$ cat src/rtl/busy_goto_pkg.sv
// Shared types and constants for the busy-counting grant controller.
package busy_goto_pkg;

    typedef enum logic [1:0] {
        IDLE      = 2'd0,
        WAIT_BUSY = 2'd1,
        GRANT     = 2'd2
    } gnt_state_e;

    localparam int DEF_BUSY_CNT = 3;
    localparam int DEF_TIMEOUT  = 64;
    localparam int DEF_MAX_PEND = 4;

    // Bits needed to hold the values 0..max_val.
    function automatic int cnt_width(input int max_val);
        return (max_val < 1) ? 1 : $clog2(max_val + 1);
    endfunction

endpackage

$ cat src/rtl/busy_goto_grant_ctrl_pend_counter.sv
// Saturating up/down count of queued requests; a push into a full queue is
// dropped and reported with a registered one-cycle overflow pulse.
module pend_counter
    import busy_goto_pkg::*;
#(
    parameter int MAX_PEND = DEF_MAX_PEND
) (
    input  logic                             clk,
    input  logic                             rst,
    input  logic                             inc,
    input  logic                             dec,
    output logic [cnt_width(MAX_PEND)-1:0]   cnt,
    output logic                             ovf
);

    localparam int PW = cnt_width(MAX_PEND);
    localparam logic [PW-1:0] CNT_MAX = PW'(MAX_PEND);

    logic          full;
    logic [PW-1:0] cnt_next;
    logic          ovf_next;

    assign full = (cnt == CNT_MAX);

    // Next count; a simultaneous push and pop leaves the count unchanged.
    always_comb begin
        cnt_next = cnt;
        ovf_next = 1'b0;
        if (inc && !dec) begin
            if (full) begin
                ovf_next = 1'b1;
            end else begin
                cnt_next = cnt + PW'(1);
            end
        end else if (dec && !inc) begin
            if (cnt != {PW{1'b0}}) begin
                cnt_next = cnt - PW'(1);
            end else begin
                cnt_next = cnt;
            end
        end else begin
            cnt_next = cnt;
        end
    end

    // Count and overflow registers.
    always_ff @(posedge clk) begin
        if (rst) begin
            cnt <= {PW{1'b0}};
            ovf <= 1'b0;
        end else begin
            cnt <= cnt_next;
            ovf <= ovf_next;
        end
    end

endmodule

$ cat src/rtl/busy_goto_grant_ctrl.sv
// Grant controller: per request, waits for BUSY_CNT sampled busy cycles then
// pulses gnt; queues overlapping requests and aborts if busy stalls too long.
module busy_goto_grant_ctrl
    import busy_goto_pkg::*;
#(
    parameter int BUSY_CNT = DEF_BUSY_CNT,
    parameter int TIMEOUT  = DEF_TIMEOUT,
    parameter int MAX_PEND = DEF_MAX_PEND
) (
    input  logic                             clk,
    input  logic                             rst,
    input  logic                             req,
    input  logic                             busy,
    output logic                             gnt,
    output logic                             active,
    output logic [cnt_width(MAX_PEND)-1:0]   pend_cnt,
    output logic                             timeout_err,
    output logic                             ovf_err
);

    localparam int BW = cnt_width(BUSY_CNT);
    localparam int TW = cnt_width(TIMEOUT);
    localparam int PW = cnt_width(MAX_PEND);
    localparam logic [BW-1:0] BCNT_LAST = BW'(BUSY_CNT - 1);
    localparam logic [TW-1:0] TMR_LAST  = TW'(TIMEOUT - 1);
    localparam logic [TW-1:0] TMR_MAX   = TW'(TIMEOUT);

    gnt_state_e    state_r, state_next;
    logic [BW-1:0] bcnt_r, bcnt_next;
    logic [TW-1:0] timer_r, timer_next;
    logic          gnt_next, tmo_next;
    logic          enq, deq, pend_any;

    assign pend_any = (pend_cnt != {PW{1'b0}});
    assign enq      = req && (state_r != IDLE);

    // Next state, counters and pulse outputs.
    always_comb begin
        state_next = state_r;
        bcnt_next  = bcnt_r;
        timer_next = timer_r;
        gnt_next   = 1'b0;
        tmo_next   = 1'b0;
        deq        = 1'b0;
        case (state_r)
            IDLE: begin
                bcnt_next  = {BW{1'b0}};
                timer_next = {TW{1'b0}};
                if (req) begin
                    state_next = WAIT_BUSY;
                end else if (pend_any) begin
                    // A request queued on the final GRANT edge still gets served.
                    state_next = WAIT_BUSY;
                    deq        = 1'b1;
                end else begin
                    state_next = IDLE;
                end
            end
            WAIT_BUSY: begin
                if (busy) begin
                    timer_next = {TW{1'b0}};
                    if (bcnt_r == BCNT_LAST) begin
                        state_next = GRANT;
                        gnt_next   = 1'b1;
                        bcnt_next  = {BW{1'b0}};
                    end else begin
                        bcnt_next  = bcnt_r + BW'(1);
                    end
                end else if (timer_r == TMR_LAST) begin
                    tmo_next   = 1'b1;
                    bcnt_next  = {BW{1'b0}};
                    timer_next = {TW{1'b0}};
                    if (pend_any) begin
                        state_next = WAIT_BUSY;
                        deq        = 1'b1;
                    end else begin
                        state_next = IDLE;
                    end
                end else if (timer_r != TMR_MAX) begin
                    timer_next = timer_r + TW'(1);
                end else begin
                    timer_next = timer_r;
                end
            end
            GRANT: begin
                bcnt_next  = {BW{1'b0}};
                timer_next = {TW{1'b0}};
                if (pend_any) begin
                    state_next = WAIT_BUSY;
                    deq        = 1'b1;
                end else begin
                    state_next = IDLE;
                end
            end
            default: begin
                state_next = IDLE;
                bcnt_next  = {BW{1'b0}};
                timer_next = {TW{1'b0}};
            end
        endcase
    end

    // State, counter and output registers.
    always_ff @(posedge clk) begin
        if (rst) begin
            state_r     <= IDLE;
            bcnt_r      <= {BW{1'b0}};
            timer_r     <= {TW{1'b0}};
            gnt         <= 1'b0;
            active      <= 1'b0;
            timeout_err <= 1'b0;
        end else begin
            state_r     <= state_next;
            bcnt_r      <= bcnt_next;
            timer_r     <= timer_next;
            gnt         <= gnt_next;
            active      <= (state_next != IDLE);
            timeout_err <= tmo_next;
        end
    end

    pend_counter #(
        .MAX_PEND (MAX_PEND)
    ) u_pend (
        .clk (clk),
        .rst (rst),
        .inc (enq),
        .dec (deq),
        .cnt (pend_cnt),
        .ovf (ovf_err)
    );

endmodule

$ cat config.mk
export PLATFORM = sky130hd
export DESIGN_NAME = busy_goto_grant_ctrl
export DESIGN_NICKNAME = d
export VERILOG_FILES = /design/src/rtl/busy_goto_pkg.sv /design/src/rtl/busy_goto_grant_ctrl_pend_counter.sv /design/src/rtl/busy_goto_grant_ctrl.sv
export SDC_FILE = /design/constraint.sdc
export NUM_CORES = 1
export LEC_CHECK = 0
export CAP_MARGIN = 10
export CORE_MARGIN = 2
export CORE_UTILIZATION = 52
export CTS_BUF_LIST = sky130_fd_sc_hd__clkbuf_16
export DETAILED_ROUTE_END_ITERATION = 10
export PLACE_DENSITY = 0.79
export REMOVE_ABC_BUFFERS = 1
export SETUP_SLACK_MARGIN = 0.1
export SYNTH_ARGS = -nofsm -noshare
export SYNTH_HDL_FRONTEND = slang
export SYNTH_SLANG_ARGS = --single-unit
$ cat constraint.sdc
create_clock -name clk -period 3 [get_ports clk]
set_clock_uncertainty 0.05 [all_clocks]
set_input_delay 0.6 -clock clk [delete_from_list [all_inputs] [get_ports clk]]
set_output_delay 0.6 -clock clk [all_outputs]
set_load 0.02 [all_outputs]
==> results of run 1 <==
[final cells by class]
cell class / count / area (µm²)
well taps: 16 / 20.0
flip-flops and latches: 18 / 360
multi-input cells: 71 / 485
repair buffers: 13 / 123
clock buffers: 3 / 75.1
fillers: 108 / 455
inverters: 6 / 22.5
[cells in the mapped netlist (2+ instances only)]
cell       n
a21oi_1    3
a311oi_1   2
a31oi_1    2
and3_1     2
clkbuf_1   2
dfxtp_1   18
ha_1       2
inv_1      6
mux2i_1    2
nand2_1    4
nand3_1    5
nand3b_1   2
nor2_1    12
nor3_1     5
nor4_1     2
o21ai_0    2
o221ai_1   2
or3_1      6
xnor2_1    4
[critical path, delay by kind of cell]
family                   cells  cell delay (ns)
buffers and inverters        1             0.42
adder cells (fa/ha/maj)      1             0.45
AND/OR/NAND/NOR              4             1.25
AO/OA/AOI/OAI                1             0.07
[flip-flops by register name, indices dropped and copies added (netlist names)]
| register | cells |
|---|---|
| u_pend.cnt | 3 |
| gnt | 1 |
| u_pend.ovf | 1 |
| timeout_err | 1 |
| active | 1 |
| bcnt_r | 2 |
| state_r | 2 |
| timer_r | 7 |
[kinds of logic (layout without fill, tap and decap cells)]
logic type,after synthesis,in the layout,synth area share (%)
XOR/XNOR,5,5,5.00
adder cells (fa/ha/maj),3,3,5.14
AO/OA/AOI/OAI,17,17,13.9
multiplexers,2,2,2.29
buffers and inverters,8,22,3.43
AND/OR/NAND/NOR,44,44,29.1
flip-flops,18,18,41.1
[power by group]
| part | internal (mW) | switching (mW) | leakage (nW) |
|---|---|---|---|
| Combinational | 0.138 | 0.161 | 0.193 |
| Sequential | 0.271 | 0.0463 | 0.146 |
| Clock | 0.175 | 0.0861 | 0.0370 |
| Total | 0.585 | 0.294 | 0.377 |
[metrics by stage]
step / utilization (%) / power [mW] / instance area, µm² / cells
floorplan: - / 0.507 / 868 / 95
global placement: 65.6 / 0.597 / 1010 / 124
detailed placement: 65.6 / 0.607 / 1010 / 124
CTS: 70.5 / 0.875 / 1090 / 127
global route: 70.5 / 0.932 / 1090 / 127
finish: 70.5 / 0.878 / 1090 / 127
[layer usage]
layer | global-route usage [%] | part of all wire (%)
met3 | 4.80 | 3.7
met5 | 0 | 0
met2 | 36.3 | 48
met4 | 6.47 | 0.49
met1 | 27.3 | 48
[how the worst max path moves through the flow]
stage                                to  from  cells after the start
after floorplan           u_pend.cnt[1]  busy                      6
after global placement    u_pend.cnt[1]  busy                      7
after detailed placement  u_pend.cnt[1]  busy                      7
after CTS                 u_pend.cnt[1]  busy                      7
after global routing      u_pend.cnt[1]  busy                      7
final                     u_pend.cnt[1]  busy                      7
==> reports/metrics.csv, run 1 <==
metric,value,unit
result of the run,finished clean,
fin nets,120,
critical path endpoint category,register,
Post-synth EDFFs,0,
power density cells,809,mW/mm²
"Area growth, synth to finish",24.0,%
syn_area_per_cell,9.03,µm²
routability cong.,0.917,
"area leader, netlist",dfxtp_1,
Final WS setup,0.276,ns
max_cap viols,0,
core box area,0.00154,mm²
# setup viols final,0,
worst skew pair latency,0.25,ns
die boundary width,45.0,µm
CP Class,in2reg,
Top Ports,11,
R2R Path Start,timer_r[0],
die height,45.0,µm
post-route antenna net violation count,0,
vias,766,
"Seq/Total Area, Yosys",41.1,%
postcts setup bufs,0,
Tmin final,2.72,ns
cell row count,14,
maximum vdd drop,0.396,mV
Synth async-reset ratio,0,%
Min Hold Slack,0.449,ns
post-route clock period utilization,90.8,%
post-synthesis cell type count,33,
"critical path fanouts, max",4,
hold_buf cts,0,
HP Start,timer_r[6],
area share of the largest cell type after synthesis,41.1,%
most frequent cells in the layout,"dfxtp_1, nor2_1, clkdlybuf4s50_1, inv_1, or3_1",
"commonest non-fill, non-tap cell in the layout",dfxtp_1,
1st-iter DRT viols,24,
Worst EP required,3.07,ns
share of layout cells above drive strength 1,7.21,%
largest net degree at the start of global routing,10,
reg2reg path depth,7,
Placement Setup Slack,0.0738,ns
global router's overall resource usage,21.5,%
DPL Wire Length,1260,µm
critical path's slowest cell,or4_2,
Critical Path Source Type,input pin,
count of input and output buffers,10,
worst min-delay path class,reg2reg,
number of global-route vias before repair,718,
Root Driver,clkbuf_16,
worst-margin pin slew,0.437,ns
setup_tns,0,ns
Max clock buf depth,2,
Fin. Hold Viols,0,
Max Fclk,0.367,GHz
Vias/cell,6.03,
Starting Density,56.8,%
critical-path cell list,"clkdlybuf4s50_1, nand4bb_4, or4_2, nand2_1, fa_1, or3b_1, a31oi_1",
H-Tree Depth,1,
CP max stage delay,0.69,ns
CTS Buf Count,3,
Cells after Synth,97,
reg-to-reg critical path endpoint,u_pend.cnt[1],
Post-CTS Resized,0,
wire length per cell,14.4,µm
fin. max-slew vios,0,
DRC violations left,0,
Min-Delay Endpoint,timer_r[6],
antenna violations before repair,0,
relative slew slack,70.6,%
Worst-path clk slew,0.05,ns
RSZ-0062 raised after global routing,false,
Ant. Diodes,0,
Pre-antenna DRT Iters,4,
CTS tree,yes,
Synth Flop Type,dfxtp_1,
Die ar.,0.00203,mm²
WL final,1830,µm
CP Data Arrival Time,2.80,ns
GRT overflow,0,
flop2flop setup slack,0.45,ns
Sink Count,18,
number of synthesized register bits,18,
hold path cells,2,
Yosys warning count,0,
Synth area leaders,"dfxtp_1, nor2_1, or3_1",
Post-Syn Area,876,µm²
Pleak,0.377,nW
first-pass GRT wire length,3150,µm
No activity file was read; power rests on OpenSTA's default activity.
==> run 2: changes to the inputs <==
--- a/config.mk
+++ b/config.mk
@@ -12,7 +12,6 @@
 export DETAILED_ROUTE_END_ITERATION = 10
 export PLACE_DENSITY = 0.79
 export REMOVE_ABC_BUFFERS = 1
-export SETUP_SLACK_MARGIN = 0.1
 export SYNTH_ARGS = -nofsm -noshare
 export SYNTH_HDL_FRONTEND = slang
 export SYNTH_SLANG_ARGS = --single-unit
==> results of run 2 <==
Same layout as run 1: the final DEF is identical, and so are final timing and power.
